[config.mk]
export PLATFORM = sky130hd
export DESIGN_NAME = add_seq_flat
export DESIGN_NICKNAME = d
export VERILOG_FILES = /design/src/rtl/add_seq_if.sv /design/src/rtl/add_seq.sv /design/src/flat_wrapper.sv
export SDC_FILE = /design/constraint.sdc
export NUM_CORES = 1
export LEC_CHECK = 0
export ABC_AREA = 1
export BUFFER_PORTS_ARGS = -buffer_cell sky130_fd_sc_hd__buf_2
export CAP_MARGIN = 15
export CORE_AREA = 2 2 77 79
export CTS_BUF_LIST = sky130_fd_sc_hd__clkbuf_16
export CTS_CLUSTER_SIZE = 24
export DETAILED_ROUTE_END_ITERATION = 6
export DIE_AREA = 0 0 79 81
export PLACE_DENSITY = 0.7
export SYNTH_ARGS = -nofsm -noshare
export SYNTH_HDL_FRONTEND = slang
export SYNTH_SLANG_ARGS = --single-unit
[constraint.sdc]
create_clock -name clk -period 2.42 [get_ports clk]
set_input_delay 0.484 -clock clk [delete_from_list [all_inputs] [get_ports clk]]
set_output_delay 0.484 -clock clk [all_outputs]
set_load 0.05 [all_outputs]
[src/rtl/add_seq_if.sv]
// Request/result bundle for add_seq. The ovf signal exists only when
// ADD_SEQ_OVF_EN is defined.
interface add_seq_if #(
   parameter int WIDTH = 16
);
   logic             start_valid;
   logic             start_ready;
   logic [WIDTH-1:0] a;
   logic [WIDTH-1:0] b;
   logic             ci;
   logic             res_valid;
   logic             res_ready;
   logic [WIDTH-1:0] sum;
   logic             co;
   logic             busy;
`ifdef ADD_SEQ_OVF_EN
   logic             ovf;
`endif

   // Both ports are valid/ready: a transfer happens on a rising edge where
   // valid and ready are both high; valid does not wait for ready.
   modport master (
      output start_valid, a, b, ci, res_ready,
      input  start_ready, res_valid, sum, co, busy
`ifdef ADD_SEQ_OVF_EN
      , input ovf
`endif
   );

   modport slave (
      input  start_valid, a, b, ci, res_ready,
      output start_ready, res_valid, sum, co, busy
`ifdef ADD_SEQ_OVF_EN
      , output ovf
`endif
   );
endinterface

[src/rtl/add_seq.sv]
// WIDTH-bit adder that reuses one 4-bit slice, one nibble per clock, LSB first.
// Define ADD_SEQ_OVF_EN to add the signed-overflow output.
module add_seq #(
   parameter int WIDTH = 16
) (
   input  logic       clk,
   input  logic       rst_n,
   add_seq_if.slave   bus,
   output logic [1:0] dbg_state_o
);
   localparam int N  = WIDTH / 4;
   localparam int CW = (N > 1) ? $clog2(N) : 1;

   typedef enum logic [1:0] {
      S_IDLE = 2'd0,
      S_RUN  = 2'd1,
      S_DONE = 2'd2
   } state_t;

   state_t           state_q, state_d;
   logic [WIDTH-1:0] a_q, a_d;
   logic [WIDTH-1:0] b_q, b_d;
   logic [WIDTH-1:0] sum_q, sum_d;
   logic             carry_q, carry_d;
   logic             co_q, co_d;
   logic [CW-1:0]    cnt_q, cnt_d;
`ifdef ADD_SEQ_OVF_EN
   logic             ovf_q, ovf_d;
`endif

   logic [3:0] nib_a;
   logic [3:0] nib_b;
   logic [4:0] slice;
   logic       last;

   // The shared slice: operand nibbles selected by the counter.
   always_comb begin
      nib_a = '0;
      nib_b = '0;
      for (int i = 0; i < N; i++) begin
         if (cnt_q == CW'(i)) begin
            nib_a = a_q[4*i +: 4];
            nib_b = b_q[4*i +: 4];
         end
      end
      slice = {1'b0, nib_a} + {1'b0, nib_b} + {4'b0000, carry_q};
      last  = (cnt_q == CW'(N - 1));
   end

   always_comb begin
      state_d = state_q;
      a_d     = a_q;
      b_d     = b_q;
      sum_d   = sum_q;
      carry_d = carry_q;
      co_d    = co_q;
      cnt_d   = cnt_q;
`ifdef ADD_SEQ_OVF_EN
      ovf_d   = ovf_q;
`endif
      case (state_q)
         S_IDLE: begin
            if (bus.start_valid) begin
               a_d     = bus.a;
               b_d     = bus.b;
               carry_d = bus.ci;
               cnt_d   = '0;
               sum_d   = '0;
               state_d = S_RUN;
            end
         end
         S_RUN: begin
            for (int i = 0; i < N; i++) begin
               if (cnt_q == CW'(i)) sum_d[4*i +: 4] = slice[3:0];
            end
            carry_d = slice[4];
            cnt_d   = cnt_q + 1'b1;
            if (last) begin
               co_d    = slice[4];
`ifdef ADD_SEQ_OVF_EN
               // On the last edge the slice output is the top nibble of the sum.
               ovf_d   = (a_q[WIDTH-1] == b_q[WIDTH-1]) && (slice[3] != a_q[WIDTH-1]);
`endif
               state_d = S_DONE;
            end
         end
         S_DONE: begin
            if (bus.res_ready) state_d = S_IDLE;
         end
         default: state_d = S_IDLE;
      endcase
   end

   always_ff @(posedge clk or negedge rst_n) begin
      if (!rst_n) begin
         state_q <= S_IDLE;
         a_q     <= '0;
         b_q     <= '0;
         sum_q   <= '0;
         carry_q <= 1'b0;
         co_q    <= 1'b0;
         cnt_q   <= '0;
`ifdef ADD_SEQ_OVF_EN
         ovf_q   <= 1'b0;
`endif
      end else begin
         state_q <= state_d;
         a_q     <= a_d;
         b_q     <= b_d;
         sum_q   <= sum_d;
         carry_q <= carry_d;
         co_q    <= co_d;
         cnt_q   <= cnt_d;
`ifdef ADD_SEQ_OVF_EN
         ovf_q   <= ovf_d;
`endif
      end
   end

   assign bus.start_ready = (state_q == S_IDLE);
   assign bus.res_valid   = (state_q == S_DONE);
   assign bus.busy        = (state_q != S_IDLE);
   assign bus.sum         = sum_q;
   assign bus.co          = co_q;
`ifdef ADD_SEQ_OVF_EN
   assign bus.ovf         = ovf_q;
`endif
   assign dbg_state_o     = state_q;
endmodule

[src/flat_wrapper.sv]
// flat-port wrapper written by rule: the top's interface ports become plain ports
module add_seq_flat 
#(
   parameter int WIDTH = 16
)
  (clk, rst_n, dbg_state_o, bus_start_valid, bus_a, bus_b, bus_ci, bus_res_ready, bus_start_ready, bus_res_valid, bus_sum, bus_co, bus_busy);
  add_seq_if #(.WIDTH(WIDTH)) bus_i ();
  input  logic clk;
  input  logic rst_n;
  output logic [1:0] dbg_state_o;
  input wire logic [$bits(bus_i.start_valid)-1:0] bus_start_valid;
  input wire logic [$bits(bus_i.a)-1:0] bus_a;
  input wire logic [$bits(bus_i.b)-1:0] bus_b;
  input wire logic [$bits(bus_i.ci)-1:0] bus_ci;
  input wire logic [$bits(bus_i.res_ready)-1:0] bus_res_ready;
  output wire logic [$bits(bus_i.start_ready)-1:0] bus_start_ready;
  output wire logic [$bits(bus_i.res_valid)-1:0] bus_res_valid;
  output wire logic [$bits(bus_i.sum)-1:0] bus_sum;
  output wire logic [$bits(bus_i.co)-1:0] bus_co;
  output wire logic [$bits(bus_i.busy)-1:0] bus_busy;
  assign bus_i.start_valid = bus_start_valid;
  assign bus_i.a = bus_a;
  assign bus_i.b = bus_b;
  assign bus_i.ci = bus_ci;
  assign bus_i.res_ready = bus_res_ready;
  assign bus_start_ready = bus_i.start_ready;
  assign bus_res_valid = bus_i.res_valid;
  assign bus_sum = bus_i.sum;
  assign bus_co = bus_i.co;
  assign bus_busy = bus_i.busy;
  add_seq #(.WIDTH(WIDTH)) u_core (.clk(clk), .rst_n(rst_n), .bus(bus_i), .dbg_state_o(dbg_state_o));
endmodule
Word level (Yosys, flattened, before mapping). Index checks and enable logic that the tools add are counted.

Input bits: 37. Logic and storage cells: 58. Flip-flop bits (word level): 54. Output and inout port bits: 22.

$add $sub $neg: 3. Equality and inequality tests: 11. Reductions and logical operators: 12. Multiplexer cells: 22.

Operators by type and width (count): $mux W4 (12); $pmux W16 S2 (1); $mux W16 (1); $reduce_and A3 Y1 (5); $mux W2 (4); $ne A2 B1 Y1 const B (4); $eq A2 B2 Y1 const B (3); $pmux W2 S3 (1); $reduce_and A2 Y1 (3); $add A4 B4 Y5 (1); $add A5 B1 Y5 (1); $eq A2 B1 Y1 const B (2); $logic_not A2 Y1 (2); $ne A2 B2 Y1 const B (2); $pmux W2 S2 (1); $reduce_bool A2 Y1 (2); $add A2 B1 Y2 const B (1); $pmux W1 S2 (1); $mux W1 (1).

Depth between registers and ports, before layout. Gate-level depths: netlist of the first run.

Depth after elaboration: 9. Gate-level depth with buffers: 16. Depth with buffers taken out: 16.

Least setup slack after synthesis of the first run. OpenSTA, ideal clock, no wires.

Path kind: register to register. Start: reg u_core.cnt_q[1]. End: reg u_core.sum_q[1] (netlist: u_core.bus.sum[1]). Slack: -0.061 ns. Cell stages (with the launch flop): 15. Data required time: 2.301 ns. Clock period less this slack: 2.481 ns. Path buffers: 1. Arrival: 2.362 ns. Setup time: 0.119 ns. Cell sequence: dfrtp_1 inv_1 ha_1 clkbuf_1 nor2_1 nand2_1 a21oi_1 o22ai_1 fa_1 inv_1 fa_1 inv_1 nor2_1 nand2_1 nand2_1.

Cells in the longest elaborated chain, start to end: 9. Elaborated cells between the ends (all ways): 18. Classes of those cells: 2 x add/sub; 4 x eq/ne; 10 x mux; 2 x reduce/logical.

Ends and longest elaborated chain: from (decl) (RTL line add_seq.sv:26) `logic [CW-1:0] cnt_q, cnt_d;`; from (signal assigned) (RTL line add_seq.sv:113) `cnt_q <= cnt_d;`; $logic_not A2 Y1 (RTL line add_seq.sv:41, add_seq.sv:74); $mux W4 (4 in a row) (RTL line add_seq.sv:41) `if (cnt_q == CW'(i)) begin`; $add A4 B4 Y5 (RTL line add_seq.sv:46) `slice = {1'b0, nib_a} + {1'b0, nib_b} + {4'b0000, carry_q};`; $add A5 B1 Y5 (RTL line add_seq.sv:46); $mux W4 (RTL line add_seq.sv:74) `if (cnt_q == CW'(i)) sum_d[4*i +: 4] = slice[3:0];`; $pmux W16 S2 (RTL line add_seq.sv:61) `case (state_q)`; to (signal assigned) (RTL line add_seq.sv:110) `sum_q <= sum_d;`; to (decl) (RTL line add_seq.sv:23) `logic [WIDTH-1:0] sum_q, sum_d;`.

Parallel ways exist; a longest one is shown, timed or not. The select of a mux whose other input is x is not followed. A chain may end at the register's enable or synchronous reset.

Final worst setup path of the first run.
Start: reg u_core.cnt_q[0]. End: reg u_core.sum_q[5] (netlist: u_core.bus.sum[5]).

Cells in the longest elaborated chain, start to end: 9. Elaborated cells between the ends (all ways): 18. Classes of those cells: 2 x add/sub; 4 x eq/ne; 10 x mux; 2 x reduce/logical.

Ends and longest elaborated chain (RTL line): $logic_not A2 Y1 (add_seq.sv:41); $mux W4 (4 in a row) (add_seq.sv:41); $add A4 B4 Y5 (add_seq.sv:46); $add A5 B1 Y5 (add_seq.sv:46); $mux W4 (add_seq.sv:74); $pmux W16 S2 (add_seq.sv:61).

Parallel ways exist; a longest one is shown, timed or not. The select of a mux whose other input is x is not followed.

==> flow_metrics.env, run 1 <==
export IMPL_status="finished clean"
export IMPL_r2r_cells=14
export IMPL_synth_edff_count=0
export IMPL_timing_rr_end="u_core.bus.sum[5]"
export IMPL_ff2ff_setup_slack_ns=0.02
export IMPL_power_density_nw_per_um2=1679
export IMPL_timing_fmax_mhz=416.5
export IMPL_clk_path_buf_depth=2
export IMPL_end_kind="flop"
export IMPL_area_growth_pct=26.08
export IMPL_fin_util_pct=57.45
export IMPL_gp_congestion=0.8455
export IMPL_grt_pass1_vias=2173
export IMPL_antennaDiodeCount=0
export IMPL_grt_use_total_pct=19.56
export IMPL_synthCells=322
export IMPL_yosys_area_share_simple_pct=31.74
export IMPL_drive_above_1_share_pct=29.49
export IMPL_fin_crit_ns=2.401
export IMPL_ir_drop_mv=0.7427
export IMPL_drt_first_iter_violations=83
export IMPL_grt_overflow=0
export IMPL_hold_violations=0
export IMPL_final_common_cell="nand2_1"
export IMPL_power_leakage_nw=1.831
export IMPL_crit_type="reg2reg"
export IMPL_synth_top_family_by_area="simple AND/OR/NAND/NOR gates"
export IMPL_cpMostUsedCell="inv_2"
export IMPL_finalCritPeriodShare_pct=99.22
export IMPL_hold_slack_ns=0.2185
export IMPL_clk_latency_ns=0.29
export IMPL_final_cell_mix="nand2_1 (173), buf_2 (58), dfrtp_1 (54)"
export IMPL_synth_seq_cells=54
export IMPL_worstHoldPathType="in2async"
export IMPL_postSynthAreaPerCell_um2=8.032
export IMPL_antenna_found_initial=0
export IMPL_crit_path_start="u_core.cnt_q[0]"
export IMPL_core_um2=5675
export IMPL_totalWireLength_um=5951
export IMPL_tightestPinTransition_ns=0.6481
export IMPL_drtAntennaViolNets=0
export IMPL_syn_nets=368
export IMPL_synthAdderAreaFrac_pct=4.935
export IMPL_synth_xor_area_share_pct=0
export IMPL_vias=2245
export IMPL_die_h_um=81
export IMPL_synth_cell_types=24
export IMPL_grt_max_degree=33
export IMPL_slew_headroom_pct=56.80
export IMPL_drc_errors=0
export IMPL_wl_per_cell_um=12.80
export IMPL_dp_cells=455
export IMPL_slew_viol_final=0
export IMPL_initial_core_util_pct=45.57
export IMPL_finalPower_mw=5.476
export IMPL_worst_path_max_delay_cell="fa_2"
export IMPL_ys_flop_type="dfrtp_1"
export IMPL_io_pins=59
export IMPL_setup_worst_path_end="u_core.bus.sum[5]"
export IMPL_seq_area_frac_synth_pct=52.25
export IMPL_path_clk_slew_ns=0.07
export IMPL_htree_num_levels=2
export IMPL_fillers=543
export IMPL_yosys_warnings=0
export IMPL_arrival_ns=2.59
export IMPL_num_nets_final=436
export IMPL_die_width_um=79
export IMPL_setup_viol=0
export IMPL_fin_cells=465
export IMPL_num_rows=28
export IMPL_die_area_um2=6399
export IMPL_muxShareOfSynthArea_pct=0
export IMPL_finClkSkew_ns=0.007236
export IMPL_synthArstFlopShare_pct=100.0
export IMPL_cts_buffers=5
export IMPL_rsz0062_at_grt="true"
export IMPL_dr_pass1_iters=4
export IMPL_cp_cell_sequence="inv_2 > ha_4 > inv_4 > nor2_4 > nand2_2 > a21oi_2 > o22ai_2 > fa_2 > inv_2 > fa_2 > inv_2 > nor2_4 > nand2_1 > nand2_1"
export IMPL_synth_compound_area_share_pct=6.338
export IMPL_cts_root_buf="clkbuf_16"
export IMPL_hpwl_um=4301
export IMPL_crit_fanout=4
export IMPL_crit_path_start_kind="flop"
export IMPL_crit_path_max_incr_delay_ns=0.43
export IMPL_syn_area_um2=2586
export IMPL_clock_sinks=54
export IMPL_port_buffers=58
export IMPL_cp_required_ns=2.60
export IMPL_grt_pass1_wl_um=9811
export IMPL_max_cap_violations=0
export IMPL_cts_tree="done"
export IMPL_worstReg2RegStart="u_core.cnt_q[0]"
export IMPL_vias_per_cell=4.828
[cells in the mapped netlist (all sizes together), types with 4 or more instances]
| cell type | n | share of area, % |
|---|---|---|
| nand2 | 179 | 27 |
| dfrtp | 54 | 52 |
| inv | 18 | 2.6 |
| nor2 | 11 | 2.3 |
| a21oi | 10 | 1.9 |
| buf | 9 | 1.8 |
| nand3 | 9 | 1.7 |
| o21ai | 9 | 2.2 |
| ha | 7 | 3.4 |
| o211ai | 5 | 1.5 |
| nand4 | 4 | 0.97 |
[logic make-up after synthesis]
kind of cell | count (synthesis)
and+or+nand+nor | 203
DFF | 54
buffers and inverters | 29
adders and majority gates | 9
AOI/OAI and AO/OA | 27
[area by class of cell]
cell class,instances,area (µm²),share of cell area (%)
multi-input combinational,239,1202,36.88
inverter,19,76.32,2.341
sequential,54,1351,41.44
timing repair buffer,71,400.4,12.28
clock inverter,2,11.26,0.3454
clock buffer,5,125.1,3.837
tap,75,93.84,2.878
[registers in the layout, indices dropped and copies added, names as in the netlist]
signal / count
u_core.dbg_state_o: 2
u_core.a_q: 16
u_core.bus.sum: 16
u_core.carry_q: 1
u_core.b_q: 16
u_core.bus.co: 1
u_core.cnt_q: 2
[worst min path at each step]
stage          slack [ns]  depth (start not counted)                     to               from
5_1_grt              0.27                          1      u_core.bus.sum[3]              rst_n
3_5_place_dp         0.46                          2      u_core.bus.sum[0]  u_core.bus.sum[0]
6_report             0.22                          1  u_core.dbg_state_o[1]              rst_n
3_3_place_gp         0.45                          2      u_core.bus.sum[0]  u_core.bus.sum[0]
2_1_floorplan        0.19                          0          u_core.a_q[0]              rst_n
4_1_cts              0.24                          1      u_core.bus.sum[3]              rst_n
[per-layer routing]
metal / part of all wire, % / track usage, % / vias to the layer above / wire, µm
met5: 0 / 0 / - / 0
met1: 45 / 25.25 / 1045 / 2680
met3: 5.0 / 4.222 / 6 / 300
met4: 1.0 / 5.172 / 0 / 61
li1: - / - / 1140 / -
met2: 49 / 33.64 / 54 / 2908
[worst max-delay path: cells and delay by family (launching register included)]
family / cells / cell delay, ns
compound gates: 2 / 0.25
fa+ha+maj: 3 / 0.97
buf+inv: 4 / 0.29
flops: 1 / 0.41
simple gates: 5 / 0.37
[what timing repair did]
action                     in CTS  in global routing
pin swaps                       0                  8
hold buffers                    0                  0
setup buffers                   2                  1
setup endpoints to repair       5                 14
resized for setup               3                 25
[report_power, final]
part	switching (mW)	total, mW	internal [mW]
combinational	2.16	3.23	1.07
clock	0.300	0.674	0.374
sequential	0.260	1.58	1.31
total	2.72	5.48	2.75
[metrics by stage]
step	instance area (µm²)	worst slack, ns	setup TNS [ns]
floorplan	2589	0.0004539	0
global placement	3009	0.06910	0
detailed placement	3009	-0.04005	-0.1288
CTS	3163	0.006903	0
global route	3261	-0.08086	-0.3334
finish	3261	0.01887	0
Power figures use the tool's default switching activity.
==> run 2, diff against run 1 <==
==> constraint.sdc (replaced) <==
create_clock -name clk -period 2.42 [get_ports clk]
set_input_delay 0.242 -clock clk [delete_from_list [all_inputs] [get_ports clk]]
set_output_delay 0.242 -clock clk [all_outputs]
set_load 0.05 [all_outputs]
==> flow_metrics.env, run 2 (synthesized netlist as in run 1, its figures left out) <==
export IMPL_status="finished clean"
export IMPL_power_leakage_nw=1.836
export IMPL_clk_latency_ns=0.29
export IMPL_die_width_um=79
export IMPL_dr_pass1_iters=4
export IMPL_crit_path_start_kind="flop"
export IMPL_power_density_nw_per_um2=1676
export IMPL_antenna_found_initial=0
export IMPL_num_rows=28
export IMPL_cts_buffers=5
export IMPL_slew_headroom_pct=68.08
export IMPL_final_cell_mix="nand2_1 (171), buf_2 (58), dfrtp_1 (53)"
export IMPL_vias=2255
export IMPL_crit_type="reg2reg"
export IMPL_hold_slack_ns=0.1379
export IMPL_die_h_um=81
export IMPL_slew_viol_final=0
export IMPL_dpl_worst_slack_ns=-0.05168
export IMPL_r2r_cells=14
export IMPL_core_um2=5675
export IMPL_rsz0062_at_grt="true"
export IMPL_design_area_um2=3273
export IMPL_grt_pass1_wl_um=10150
export IMPL_fin_crit_ns=2.404
export IMPL_initial_core_util_pct=45.57
export IMPL_drive_above_1_share_pct=29.85
export IMPL_finalPower_mw=5.485
export IMPL_grt_use_total_pct=20.18
export IMPL_end_kind="flop"
export IMPL_die_area_um2=6399
export IMPL_crit_fanout=4
export IMPL_grt_pass1_vias=2215
export IMPL_totalWireLength_um=5901
export IMPL_finalCritPeriodShare_pct=99.35
export IMPL_drtAntennaViolNets=0
export IMPL_fin_cells=467
export IMPL_final_common_cell="nand2_1"
export IMPL_whs_path_depth=3
export IMPL_arrival_ns=2.58
export IMPL_cts_tree="done"
export IMPL_path_clk_slew_ns=0.07
export IMPL_grt_overflow=0
export IMPL_ir_drop_mv=0.7111
export IMPL_cts_root_buf="clkbuf_16"
export IMPL_fin_util_pct=57.67
export IMPL_worstHoldPathType="in2reg"
export IMPL_io_pins=59
export IMPL_totalNegativeSetupSlack_ns=0
export IMPL_gp_congestion=0.8140
export IMPL_fillers=541
export IMPL_grt_max_degree=55
export IMPL_setup_viol=0
export IMPL_tightestPinTransition_ns=0.4781
export IMPL_antennaDiodeCount=0
export IMPL_clock_sinks=54
export IMPL_drc_errors=0
export IMPL_cp_required_ns=2.60
export IMPL_vias_per_cell=4.829
export IMPL_dp_cells=455
export IMPL_hold_violations=0
export IMPL_fin_ws_ns=0.01579
export IMPL_area_growth_pct=26.56
export IMPL_num_nets_final=437
export IMPL_hpwl_um=4209
export IMPL_wl_per_cell_um=12.64
export IMPL_port_buffers=58
export IMPL_timing_fmax_mhz=415.9
export IMPL_finClkSkew_ns=0.009538
export IMPL_max_cap_violations=0
export IMPL_drt_first_iter_violations=103
export IMPL_htree_num_levels=2
export IMPL_clk_path_buf_depth=2
export IMPL_placed_cell_area_um2=3009
[run 2: power by group]
part           total [mW]  internal [mW]  switching [mW]
logic                3.21           1.07            2.14
clock network       0.685          0.378           0.307
registers            1.59           1.32           0.274
total                5.48           2.77            2.72
[run 2: what timing repair did]
item | CTS | global route
hold endpoints to repair | 54 | 0
setup endpoints to repair | 7 | 14
hold buffers | 1 | 0
buffers inserted | 1 | 2
resized for setup | 7 | 21
pin swaps | 2 | 9
[run 2: critical path, stage by stage, from the launching register on]
cell and delay [ns]:
dfrtp_1 0.41, inv_2 0.12, ha_4 0.16, inv_4 0.04
nor2_4 0.11, nand2_2 0.07, a21oi_2 0.14, o22ai_2 0.10
fa_2 0.40, inv_2 0.08, fa_1 0.43, inv_2 0.08
nor2_4 0.04, nand2_1 0.07, nand2_1 0.05
[run 2: layout make-up]
| class | count | area (µm²) | share of cell area [%] |
|---|---|---|---|
| timing repair buffer | 72 | 410.4 | 12.54 |
| multi-input combinational | 239 | 1201 | 36.70 |
| sequential | 54 | 1353 | 41.32 |
| tap | 75 | 93.84 | 2.867 |
| clock buffer | 5 | 125.1 | 3.823 |
| inverter | 19 | 73.82 | 2.255 |
| clock inverter | 3 | 16.27 | 0.4969 |
[run 2: worst paths after layout]
kind	start	endpoint	slack (ns)
worst min-delay path	bus_a[5]	u_core.a_q[5]	0.14
max in group asynchronous	rst_n	u_core.cnt_q[0]	1.69
worst max register to register	u_core.cnt_q[1]	u_core.bus.sum[1]	0.02
worst max-delay path	u_core.cnt_q[1]	u_core.bus.sum[1]	0.02
worst min register to register	u_core.bus.sum[0]	u_core.bus.sum[0]	0.46
min in group asynchronous	rst_n	u_core.b_q[5]	0.48
[run 2: metal layers]
metal  track usage [%]  vias up  share of wire [%]
met4             7.241        0                2.4
met1             26.82     1030                 45
met2             33.56       74                 47
met3             3.444       10                5.1
met5                 0        -                  0
li1                  -     1141                  -
==> run 3, diff against run 2 <==
--- a/config.mk
+++ b/config.mk
@@ -5,7 +5,6 @@
 export SDC_FILE = /design/constraint.sdc
 export NUM_CORES = 1
 export LEC_CHECK = 0
-export ABC_AREA = 1
 export BUFFER_PORTS_ARGS = -buffer_cell sky130_fd_sc_hd__buf_2
 export CAP_MARGIN = 15
 export CORE_AREA = 2 2 77 79
==> flow_metrics.env, run 3 <==
export IMPL_num_rows=28
export IMPL_seq_area_frac_synth_pct=52.22
export IMPL_hold_violations=0
export IMPL_vias_per_cell=5.215
export IMPL_path_clk_slew_ns=0.07
export IMPL_synth_edff_count=0
export IMPL_fin_crit_ns=2.494
export IMPL_cts_buffers=5
export IMPL_area_growth_pct=31.62
export IMPL_yosys_warnings=0
export IMPL_grt_use_total_pct=19.85
export IMPL_finClkSkew_ns=0.006433
export IMPL_core_um2=5675
export IMPL_dr_pass1_iters=4
export IMPL_die_width_um=79
export IMPL_tightestPinTransition_ns=0.7016
export IMPL_gp_congestion=0.7784
export IMPL_die_area_um2=6399
export IMPL_grt_overflow=0
export IMPL_die_h_um=81
export IMPL_synth_most_common_cell="dfrtp_1"
export IMPL_crit_path_start="u_core.cnt_q[1]"
export IMPL_grt_max_degree=55
export IMPL_synthArstFlopShare_pct=100.0
export IMPL_vias=2034
export IMPL_yosysTopAreaCell="dfrtp_1"
export IMPL_timing_fmax_mhz=401.0
export IMPL_finalCritPeriodShare_pct=103.1
export IMPL_arrival_ns=2.67
export IMPL_crit_path_start_kind="flop"
export IMPL_fin_util_pct=60.01
export IMPL_synth_common_cells="dfrtp_1 (54), nand2_1 (47), a21oi_1 (20)"
export IMPL_synth_seq_cells=54
export IMPL_cts_root_buf="clkbuf_16"
export IMPL_max_cap_violations=0
export IMPL_io_pins=59
export IMPL_totalNegativeSetupSlack_ns=-0.2741
export IMPL_synth_area_leaders="dfrtp_1 (52%), mux2_1 (8.3%), nand2_1 (6.8%)"
export IMPL_rsz0062_at_grt="true"
export IMPL_setup_viol=7
export IMPL_grt_pass1_vias=1973
export IMPL_slew_viol_final=0
export IMPL_syn_nets=292
export IMPL_hpwl_um=4203
export IMPL_grt_pass1_wl_um=9729
export IMPL_worstReg2RegStart="u_core.cnt_q[1]"
export IMPL_syn_area_um2=2587
export IMPL_postSynthAreaPerCell_um2=10.52
export IMPL_htree_num_levels=2
export IMPL_initial_core_util_pct=45.59
export IMPL_slew_headroom_pct=53.23
export IMPL_synth_top_area_share_pct=52.22
export IMPL_worstHoldPathType="in2async"
export IMPL_final_common_cell="buf_2"
export IMPL_antenna_found_initial=0
export IMPL_end_kind="flop"
export IMPL_port_buffers=58
export IMPL_final_cell_mix="buf_2 (58), dfrtp_1 (54), nand2_1 (46)"
export IMPL_drt_first_iter_violations=63
export IMPL_num_nets_final=360
export IMPL_totalWireLength_um=6116
export IMPL_clk_path_buf_depth=2
export IMPL_drc_errors=0
export IMPL_failed_checks="negative setup slack"
export IMPL_synthCells=246
export IMPL_crit_fanout=4
export IMPL_wl_per_cell_um=15.68
export IMPL_synth_cell_types=34
export IMPL_crit_type="reg2reg"
export IMPL_drive_above_1_share_pct=40.63
export IMPL_clock_sinks=54
export IMPL_drtAntennaViolNets=0
export IMPL_cts_tree="done"
export IMPL_cp_required_ns=2.60
export IMPL_status="finished with violations"
export IMPL_fin_ws_ns=-0.07383
export IMPL_antennaDiodeCount=0
export IMPL_clk_latency_ns=0.29
export IMPL_ys_flop_type="dfrtp_1"
==> run 3: cell families (layout without fill, tap and decap cells) <==
| group | Yosys count | count (layout) | share of synthesized area [%] |
|---|---|---|---|
| buf+inv | 32 | 101 | 5.415 |
| flops | 54 | 54 | 52.22 |
| xor+xnor | 1 | 1 | 0.3386 |
| mux | 26 | 26 | 11.32 |
| simple gates | 62 | 62 | 10.78 |
| compound gates | 62 | 62 | 14.99 |
| fa+ha+maj | 9 | 9 | 4.932 |
==> run 3: path summary, 6_finish.rpt <==
check,end,slack [ns],depth (start not counted)
max in group asynchronous,u_core.a_q[1],1.87,2
setup / recovery,u_core.bus.sum[5],-0.07,10
hold / removal,u_core.a_q[5],0.07,2
hold reg to reg,u_core.b_q[15],0.48,2
min in group clk,u_core.dbg_state_o[1],0.13,2
setup reg to reg,u_core.bus.sum[5],-0.07,10
==> run 3: per-layer routing <==
layer | global-route usage, % | wire [µm] | part of all wire, %
met5 | 0 | 0 | 0
met4 | 4.138 | 114 | 1.9
met3 | 4.111 | 262 | 4.3
met2 | 34.24 | 2962 | 48
met1 | 26.14 | 2777 | 45
==> run 3: cell type report <==
type | count | area (µm²)
Clock buffer | 5 | 125.1
Clock inverter | 3 | 41.29
Fill cell | 489 | 2270
Inverter | 18 | 67.56
Multi-Input combinational cell | 160 | 1284
Sequential cell | 54 | 1351
Tap cell | 75 | 93.84
Timing Repair Buffer | 75 | 442.9
==> run 3: what timing repair did <==
action / 4_1_cts / 5_1_grt
pin swaps: 2 / 14
setup buffers: 4 / 2
gates resized for setup: 6 / 23
setup endpoints to repair: 12 / 13
gates cloned: 0 / 0
hold buffers: 0 / 0
==> run 3: metrics by stage <==
step	cell area [µm²]	worst slack (ns)	hold WS, ns	cells
after floorplan	2700	-0.05060	-0.05359	246
after global placement	3069	-0.03823	0.4043	376
after detailed placement	3069	-0.09557	0.4118	376
after CTS	3306	-0.02364	0.1122	388
after global routing	3406	-0.1325	0.1377	390
final	3406	-0.07383	0.06582	390
==> run 3: critical path: stages (launching register included) <==
cell	delay, ns
dfrtp_1	0.41
inv_2	0.12
ha_4	0.18
nand2_2	0.06
o21ai_2	0.18
a22oi_2	0.09
fa_2	0.41
inv_2	0.06
fa_2	0.44
and2_4	0.16
mux2_4	0.25
Power of run 3 is not shown: default switching activity piles up to over one toggle a cycle in this logic, so the estimate is an artifact.
